### config.mk
export PLATFORM = sky130hd
export DESIGN_NAME = bank_reader
export DESIGN_NICKNAME = d
export VERILOG_FILES = /design/src/rtl/bank_reader.sv
export SDC_FILE = /design/constraint.sdc
export NUM_CORES = 1
export LEC_CHECK = 0
export ABC_CLOCK_PERIOD_IN_PS = 5150
export CAP_MARGIN = 5
export CELL_PAD_IN_SITES_DETAIL_PLACEMENT = 1
export CELL_PAD_IN_SITES_GLOBAL_PLACEMENT = 2
export CORE_MARGIN = 1.5
export CORE_UTILIZATION = 32
export CTS_CLUSTER_DIAMETER = 60
export DETAILED_ROUTE_END_ITERATION = 8
export MAX_ROUTING_LAYER = met4
export PLACE_DENSITY_LB_ADDON = 0.08
export SLEW_MARGIN = 15
export SYNTH_ARGS = -nofsm -noshare
export SYNTH_HDL_FRONTEND = slang
export SYNTH_SLANG_ARGS = --single-unit
### constraint.sdc
create_clock -name clk -period 5.15 [get_ports clk]
set_input_delay 0.7725 -clock clk [delete_from_list [all_inputs] [get_ports clk]]
set_output_delay 0.7725 -clock clk [all_outputs]
set_load 0.01 [all_outputs]
### src/rtl/bank_reader.sv
`default_nettype none
// +----------------------------------------------------------------------------+
// | bank_reader: streams len 32-bit words from four byte-wide banks through a |
// | 2-entry output FIFO. Optional checksum: define BANK_READER_CHECKSUM_EN.    |
// | Revision: 1.0                                                              |
// +----------------------------------------------------------------------------+
module bank_reader #(
   parameter int ADDR_W = 14
) (
   input  logic              clk,
   input  logic              reset,
   input  logic              start,
   input  logic [ADDR_W-1:0] base_addr,
   input  logic [ADDR_W:0]   len,
   output logic [ADDR_W-1:0] ram_addr,
   output logic              ram_rden,
   input  logic [7:0]        ram_q1,
   input  logic [7:0]        ram_q2,
   input  logic [7:0]        ram_q3,
   input  logic [7:0]        ram_q4,
   output logic [31:0]       out_data,
   output logic              out_valid,
   input  logic              out_ready,
   output logic              busy,
   output logic              done,
   output logic [31:0]       checksum
);

   typedef enum logic [1:0] {
      ST_IDLE  = 2'd0,
      ST_FETCH = 2'd1,
      ST_DRAIN = 2'd2
   } state_t;

   state_t            r_state;
   logic [ADDR_W-1:0] r_addr;
   logic [ADDR_W:0]   r_reads_left;
   logic [ADDR_W:0]   r_words_left;
   logic              r_cap;
   logic              r_busy;
   logic              r_done;
   logic [31:0]       r_fifo [2];
   logic              r_wr_ptr;
   logic              r_rd_ptr;
   logic [1:0]        r_count;

   logic              w_pop;
   logic [2:0]        w_pending;
   logic              w_rden;

   assign out_valid = (r_count != 2'd0);
   assign w_pop     = out_valid & out_ready;
   // Entries the FIFO will hold once the word on the bank bus lands.
   assign w_pending = {1'b0, r_count} + {2'b00, r_cap} - {2'b00, w_pop};
   // Read strobe is decided from this cycle's pop so a full-rate stream never stalls.
   assign w_rden    = (r_state == ST_FETCH) && (w_pending < 3'd2);

   assign ram_rden  = w_rden;
   assign ram_addr  = r_addr;
   assign out_data  = out_valid ? r_fifo[r_rd_ptr] : 32'd0;
   assign busy      = r_busy;
   assign done      = r_done;

   always_ff @(posedge clk or posedge reset) begin
      if (reset) begin
         r_state      <= ST_IDLE;
         r_addr       <= '0;
         r_reads_left <= '0;
         r_words_left <= '0;
         r_cap        <= 1'b0;
         r_busy       <= 1'b0;
         r_done       <= 1'b0;
      end else begin
         r_done <= 1'b0;
         r_cap  <= w_rden;
         if (w_pop) begin
            r_words_left <= r_words_left - (ADDR_W+1)'(1);
         end
         case (r_state)
            ST_IDLE: begin
               if (start) begin
                  if (len == '0) begin
                     r_done <= 1'b1;
                  end else begin
                     r_state      <= ST_FETCH;
                     r_addr       <= base_addr;
                     r_reads_left <= len;
                     r_words_left <= len;
                     r_busy       <= 1'b1;
                  end
               end
            end
            ST_FETCH: begin
               if (w_rden) begin
                  r_addr       <= r_addr + ADDR_W'(1);
                  r_reads_left <= r_reads_left - (ADDR_W+1)'(1);
                  if (r_reads_left == (ADDR_W+1)'(1)) begin
                     r_state <= ST_DRAIN;
                  end
               end
            end
            ST_DRAIN: begin
               if (w_pop && (r_words_left == (ADDR_W+1)'(1))) begin
                  r_state <= ST_IDLE;
                  r_busy  <= 1'b0;
                  r_done  <= 1'b1;
               end
            end
            default: begin
               r_state <= ST_IDLE;
            end
         endcase
      end
   end

   always_ff @(posedge clk or posedge reset) begin
      if (reset) begin
         for (int i = 0; i < 2; i++) begin
            r_fifo[i] <= '0;
         end
         r_wr_ptr <= 1'b0;
         r_rd_ptr <= 1'b0;
         r_count  <= 2'd0;
      end else begin
         if (r_cap) begin
            r_fifo[r_wr_ptr] <= {ram_q1, ram_q2, ram_q3, ram_q4};
            r_wr_ptr         <= ~r_wr_ptr;
         end
         if (w_pop) begin
            r_rd_ptr <= ~r_rd_ptr;
         end
         r_count <= r_count + {1'b0, r_cap} - {1'b0, w_pop};
      end
   end

`ifdef BANK_READER_CHECKSUM_EN
   logic [31:0] r_checksum;

   always_ff @(posedge clk or posedge reset) begin
      if (reset) begin
         r_checksum <= 32'd0;
      end else if ((r_state == ST_IDLE) && start) begin
         r_checksum <= 32'd0;
      end else if (w_pop) begin
         r_checksum <= r_checksum + out_data;
      end
   end

   assign checksum = r_checksum;
`else
   assign checksum = 32'd0;
`endif

endmodule
`default_nettype wire

## Yosys cells after proc, flatten, opt, wreduce, memory -nomap -nowiden

Cells that the tools add are included.

| word-level totals | value |
|---|---|
| output and inout port bits | 82 |
| input port bits | 65 |
| word-level logic and storage cells | 81 |
| register bits after elaboration | 117 |

| cells by class | value |
|---|---|
| bitwise gates (word level) | 5 |
| multiplexer cells | 33 |
| equal/unequal tests | 9 |
| order comparisons | 4 |
| reductions and logical operators | 11 |
| add/subtract/negate cells | 7 |

Operators by type and width:

| cell | number |
|---|---|
| 2-to-1 mux 32 bit | 5 |
| 2-to-1 mux 15 bit | 7 |
| bitwise mux 64 bit | 1 |
| 2-to-1 mux 14 bit | 3 |
| demux 32 bit (select 1 bit) | 1 |
| equality test 15 x 1 -> 1 bit (second input constant) | 2 |
| one-hot mux 15 bit (2 select lines) | 1 |
| subtractor 15 x 1 -> 15 bit (second input constant) | 2 |
| one-hot mux 14 bit (2 select lines) | 1 |
| zero test 15 bit | 1 |
| adder 14 x 1 -> 14 bit (second input constant) | 1 |
| 2-to-1 mux 2 bit | 5 |
| != test 2 bit (second input constant) | 4 |
| AND reduction 4 bit | 2 |
| 2-to-1 mux 1 bit | 6 |
| one-hot mux 2 bit (3 select lines) | 1 |
| nonzero test 2 bit | 3 |
| AND reduction 5 bit | 1 |
| >= comparator 2 bit (second input constant) | 2 |
| NOT 1 -> 2 bit | 2 |
| one-hot mux 1 bit (2 select lines) | 2 |
| adder 2 x 1 -> 3 bit | 1 |
| logical AND 1 bit | 3 |
| less-than comparator 3 x 2 -> 1 bit (second input constant) | 1 |
| 10 further kinds | 11 |

## Longest topological paths before layout

| logic depth | value |
|---|---|
| depth after elaboration | 7 |
| depth in mapped cells | 11 |
| mapped depth without buffers | 9 |

## Worst setup path after synthesis

OpenSTA, ideal clock, no wires.

| path | value |
|---|---|
| kind | input -> output |
| start | input out_ready |
| end | output ram_rden |
| cell stages on the path | 8 |
| data required time | 4.378 ns |
| setup slack | 1.812 ns |
| arrival | 2.566 ns |
| cell sequence | o21a_1 buf_1 nand2_1 o21ai_0 ha_1 fa_1 or2_2 nor2_1 |

| between the ends | value |
|---|---|
| word-level cells in the longest chain between the ends | 4 |

RTL lines:

| element | line | RTL |
|---|---|---|
| start: declaration | 23 | `input logic out_ready,` |
| bitwise AND 1 bit | 52 | `assign w_pop = out_valid & out_ready;` |
| subtractor 3 x 1 -> 3 bit | 54 | `assign w_pending = {1'b0, r_count} + {2'b00, r_cap} - {2'b00, w_pop};` |
| net w_pending[1] | 48 | `logic [2:0] w_pending;` |
| less-than comparator 3 x 2 -> 1 bit | 56 | `assign w_rden = (r_state == ST_FETCH) && (w_pending < 3'd2);` |
| logical AND 1 bit | 56 |  |
| end: declaration | 16 | `output logic ram_rden,` |

The timed path passes the listed nets, and every way through them passes these cells.

## Worst setup path after layout

| path | value |
|---|---|
| start | input out_ready |
| end | output ram_rden |

| between the ends | value |
|---|---|
| word-level cells in the longest chain between the ends | 4 |

RTL lines:

| element | line |
|---|---|
| bitwise AND 1 bit | 52 |
| subtractor 3 x 1 -> 3 bit | 54 |
| less-than comparator 3 x 2 -> 1 bit | 56 |
| logical AND 1 bit | 56 |

Every way passes these cells.

==> impl_metrics.json <==
{
  "status": "finished clean",
  "yosys.area_share.xor_xnor_pct": 1.907,
  "diodes": 0,
  "stdcell_area_um2": 8337,
  "synth_ff_type": "dfrtp_1",
  "cts_tree": "yes",
  "cpMaxStageDelayCell": "clkdlybuf4s50_1",
  "power_density_nw_per_um2": 660.3,
  "period_share_pct": 83.65,
  "setup.worst_path.class": "input port to output pin",
  "post_cts_buffers": 0,
  "internal_power_mw": 3.469,
  "clock_skew_ns": 0.009794,
  "power_frac_comb_pct": 43.6,
  "ys_warn_count": 0,
  "drive_gt1_share_pct": 17.60,
  "hold_depth": 1,
  "synthDominantCellAreaShare_pct": 45.53,
  "initial_utilization_pct": 32.83,
  "final_hold_viol_count": 0,
  "crit_chain": "clkdlybuf4s50_1 > o21a_1 > buf_4 > nand2_1 > o21ai_0 > ha_1 > fa_1 > xnor2_1 > or2_2 > nor2_1 > clkdlybuf4s50_1",
  "report.final.slew_viol_count": 0,
  "grt_antenna_before_repair": 0,
  "core.rowCount": 51,
  "tightest_slew_ns": 1.185,
  "post-route-drc-count": 0,
  "dpl_worst_slack_ns": 0.8377,
  "maxCapViolations": 0,
  "fin_setup_tns_ns": 0,
  "io_buffers": 114,
  "fin_crit_ns": 4.308,
  "syn_to_final_growth_pct": 29.63,
  "p_switching_mw": 2.036,
  "synth_adder_area_share_pct": 1.479,
  "grt_overflow": 0,
  "rsz0062_at_grt": "false",
  "r2r_end": "r_reads_left[1]",
  "clock-sinks": 117,
  "fp.coreArea_um2": 19590,
  "setup_ws_ns": 0.8419,
  "grt_max_degree": 51,
  "gp_congestion": 0.7750,
  "dpl_cell_area_um2": 7707,
  "end_kind": "output pin",
  "clock_latency_ns": 0.41,
  "ir_worst_vdd_mv": 0.2764,
  "die_x_um": 144.8,
  "reg2regPathDepth": 11,
  "synth-async-reset-ratio_pct": 100.0,
  "ctsResizeCount": 0,
  "p_leak_nw": 3.383,
  "min_from": "r_fifo[44]",
  "worstPathRequired_ns": 4.38,
  "ff2ff_setup_slack_ns": 1.91,
  "synth-edff-count": 0,
  "grt_pass1_wl_um": 29810,
  "synth-seq-cells": 117,
  "grt_pass1_vias": 5454,
  "synth-compound-area-share_pct": 11.96,
  "vias_per_cell": 5.200,
  "cts_inserted_buffers": 17,
  "muxShareOfSynthArea_pct": 18.02,
  "seq_area_frac_synth_pct": 45.53,
  "root_buffer": "clkbuf_16",
  "swShare_pct": 36.98,
  "cts_htree_levels": 4,
  "setup_viol": 0,
  "wl_per_cell_um": 18.80,
  "netlist_instances": 617,
  "wl_um": 18760,
  "synthTopCellsByArea": "dfrtp_1, mux2_2, mux2i_1",
  "avgSynthCellArea_um2": 10.42,
  "hold_buffers": 0,
  "max_stage_delay_ns": 0.62,
  "p_clk_share_pct": 23.1,
  "fp.dieH_um": 144.8,
  "grt_usage_pct": 19.17,
  "drtIter0Drc": 229,
  "crit_fanout": 15,
  "pin_count": 147,
  "hp-class": "flip-flop to flip-flop",
  "antenna_left": 0,
  "yosys.area.top_type": "dfrtp_1",
  "worstReg2RegStart": "r_count[1]",
  "dieArea_um2": 20960,
  "synth_commonest_cells": "dfrtp_1, mux2_2, nor2_1",
  "cts_max_path_buffers": 2,
  "arrival_ns": 3.54,
  "hpwl_um": 12740,
  "firstDrtPassIters": 4,
  "nNetsFinal": 792,
  "power_frac_seq_pct": 33.3,
  "netlist-cell-type-count": 60,
  "vias": 5190,
  "holdPathEnd": "r_fifo[44]",
  "slew_headroom_pct": 20.30,
  "synth_area_um2": 6431,
  "cts.clk_slew.worst_paths_ns": 0.05,
  "synth_top_family_by_area": "multiplexers",
  "yosysMostFrequentCell": "dfrtp_1",
  "fmax_mhz": 232.1,
  "cpMostUsedCell": "clkdlybuf4s50_1",
  "final_util_pct": 42.56,
  "synth-simple-area-share_pct": 13.81,
  "cp-start-kind": "input port"
}
[per-layer routing]
layer  vias up  global-route usage [%]  wire length [um]
li1       2395                       -                 -
met1      2637                   24.19              8501
met2       144                   31.60              9273
met3        14                   3.620               800
met4         0                   5.104               186
met5         -                       -                 0
[placed cells by master (no fill, tap or decap), types with 4 or more instances in the layout]
cell type        count
a21oi_1             20
a2bb2oi_1           10
a31oi_1             12
and4_1               4
buf_4               11
bufinv_16            4
clkbuf_16           17
clkdlybuf4s50_1    114
conb_1              32
dfrtp_1            116
ha_1                 6
inv_1               13
inv_6                4
mux2_2              70
mux2i_1             34
nand2_1             22
nand2b_1             4
nand3_1             14
nand4_1             11
nor2_1              56
nor3_1              22
nor4_1              12
o21a_1               4
o21ai_0             24
o22ai_1              4
o31ai_1             10
o41ai_1              5
xnor2_1             11
[worst max-delay path: cells and delay by family]
family	cells	cell delay, ns
xor+xnor	1	0.16
fa+ha+maj	2	0.57
buf+inv	3	1.25
simple gates	3	0.56
compound gates	2	0.22
[flip-flops by register name, indices dropped and copies added, names as in the netlist, 2 cells and up]
signal / count
r_words_left: 15
r_reads_left: 15
r_count: 2
r_fifo: 64
r_state: 2
ram_addr: 14
[how the worst max path moves through the flow]
stage                           to  startpoint  slack (ns)
final                     ram_rden   out_ready        0.84
after global routing      ram_rden   out_ready        0.63
after CTS                 ram_rden   out_ready        0.83
after detailed placement  ram_rden   out_ready        0.84
after global placement    ram_rden   out_ready        0.87
after floorplan               busy       reset        1.28
[final cells by class]
type                       count  area [um2]
clock buffer                  18       429.2
clock inverter                14       200.2
fill                        2207       11250
inverter                      15       58.81
multi-input combinational    444        3164
sequential                   117        2929
tap                          265       331.6
timing repair buffer         125        1224
[per-stage QoR]
stage / instances / power (mW) / hold WS [ns]
2_1_floorplan: 648 / 3.201 / 0.4633
3_3_place_gp: 966 / 4.164 / 0.4860
3_5_place_dp: 966 / 4.270 / 0.4946
4_1_cts: 998 / 5.571 / 0.5077
5_1_grt: 998 / 5.895 / 0.5128
6_report: 998 / 5.505 / 0.5029
[power by group through the flow]
stage               registers (mW)  logic, mW  clock network (mW)
detailed placement            1.85       2.42                   0
floorplan                     1.66       1.54                   0
global placement              1.81       2.35                   0
global route                  1.91       2.64                1.35
finish                        1.83       2.40                1.27
CTS                           1.84       2.43                1.31
[logic make-up (layout without fill, tap and decap cells)]
logic type / count (synthesis) / in the layout
flops: 117 / 117
simple gates: 172 / 172
fa+ha+maj: 7 / 7
buf+inv: 87 / 172
xor+xnor: 14 / 14
other cells: 1 / 32
mux: 106 / 106
compound gates: 113 / 113
No activity file was read; power rests on OpenSTA's default activity.
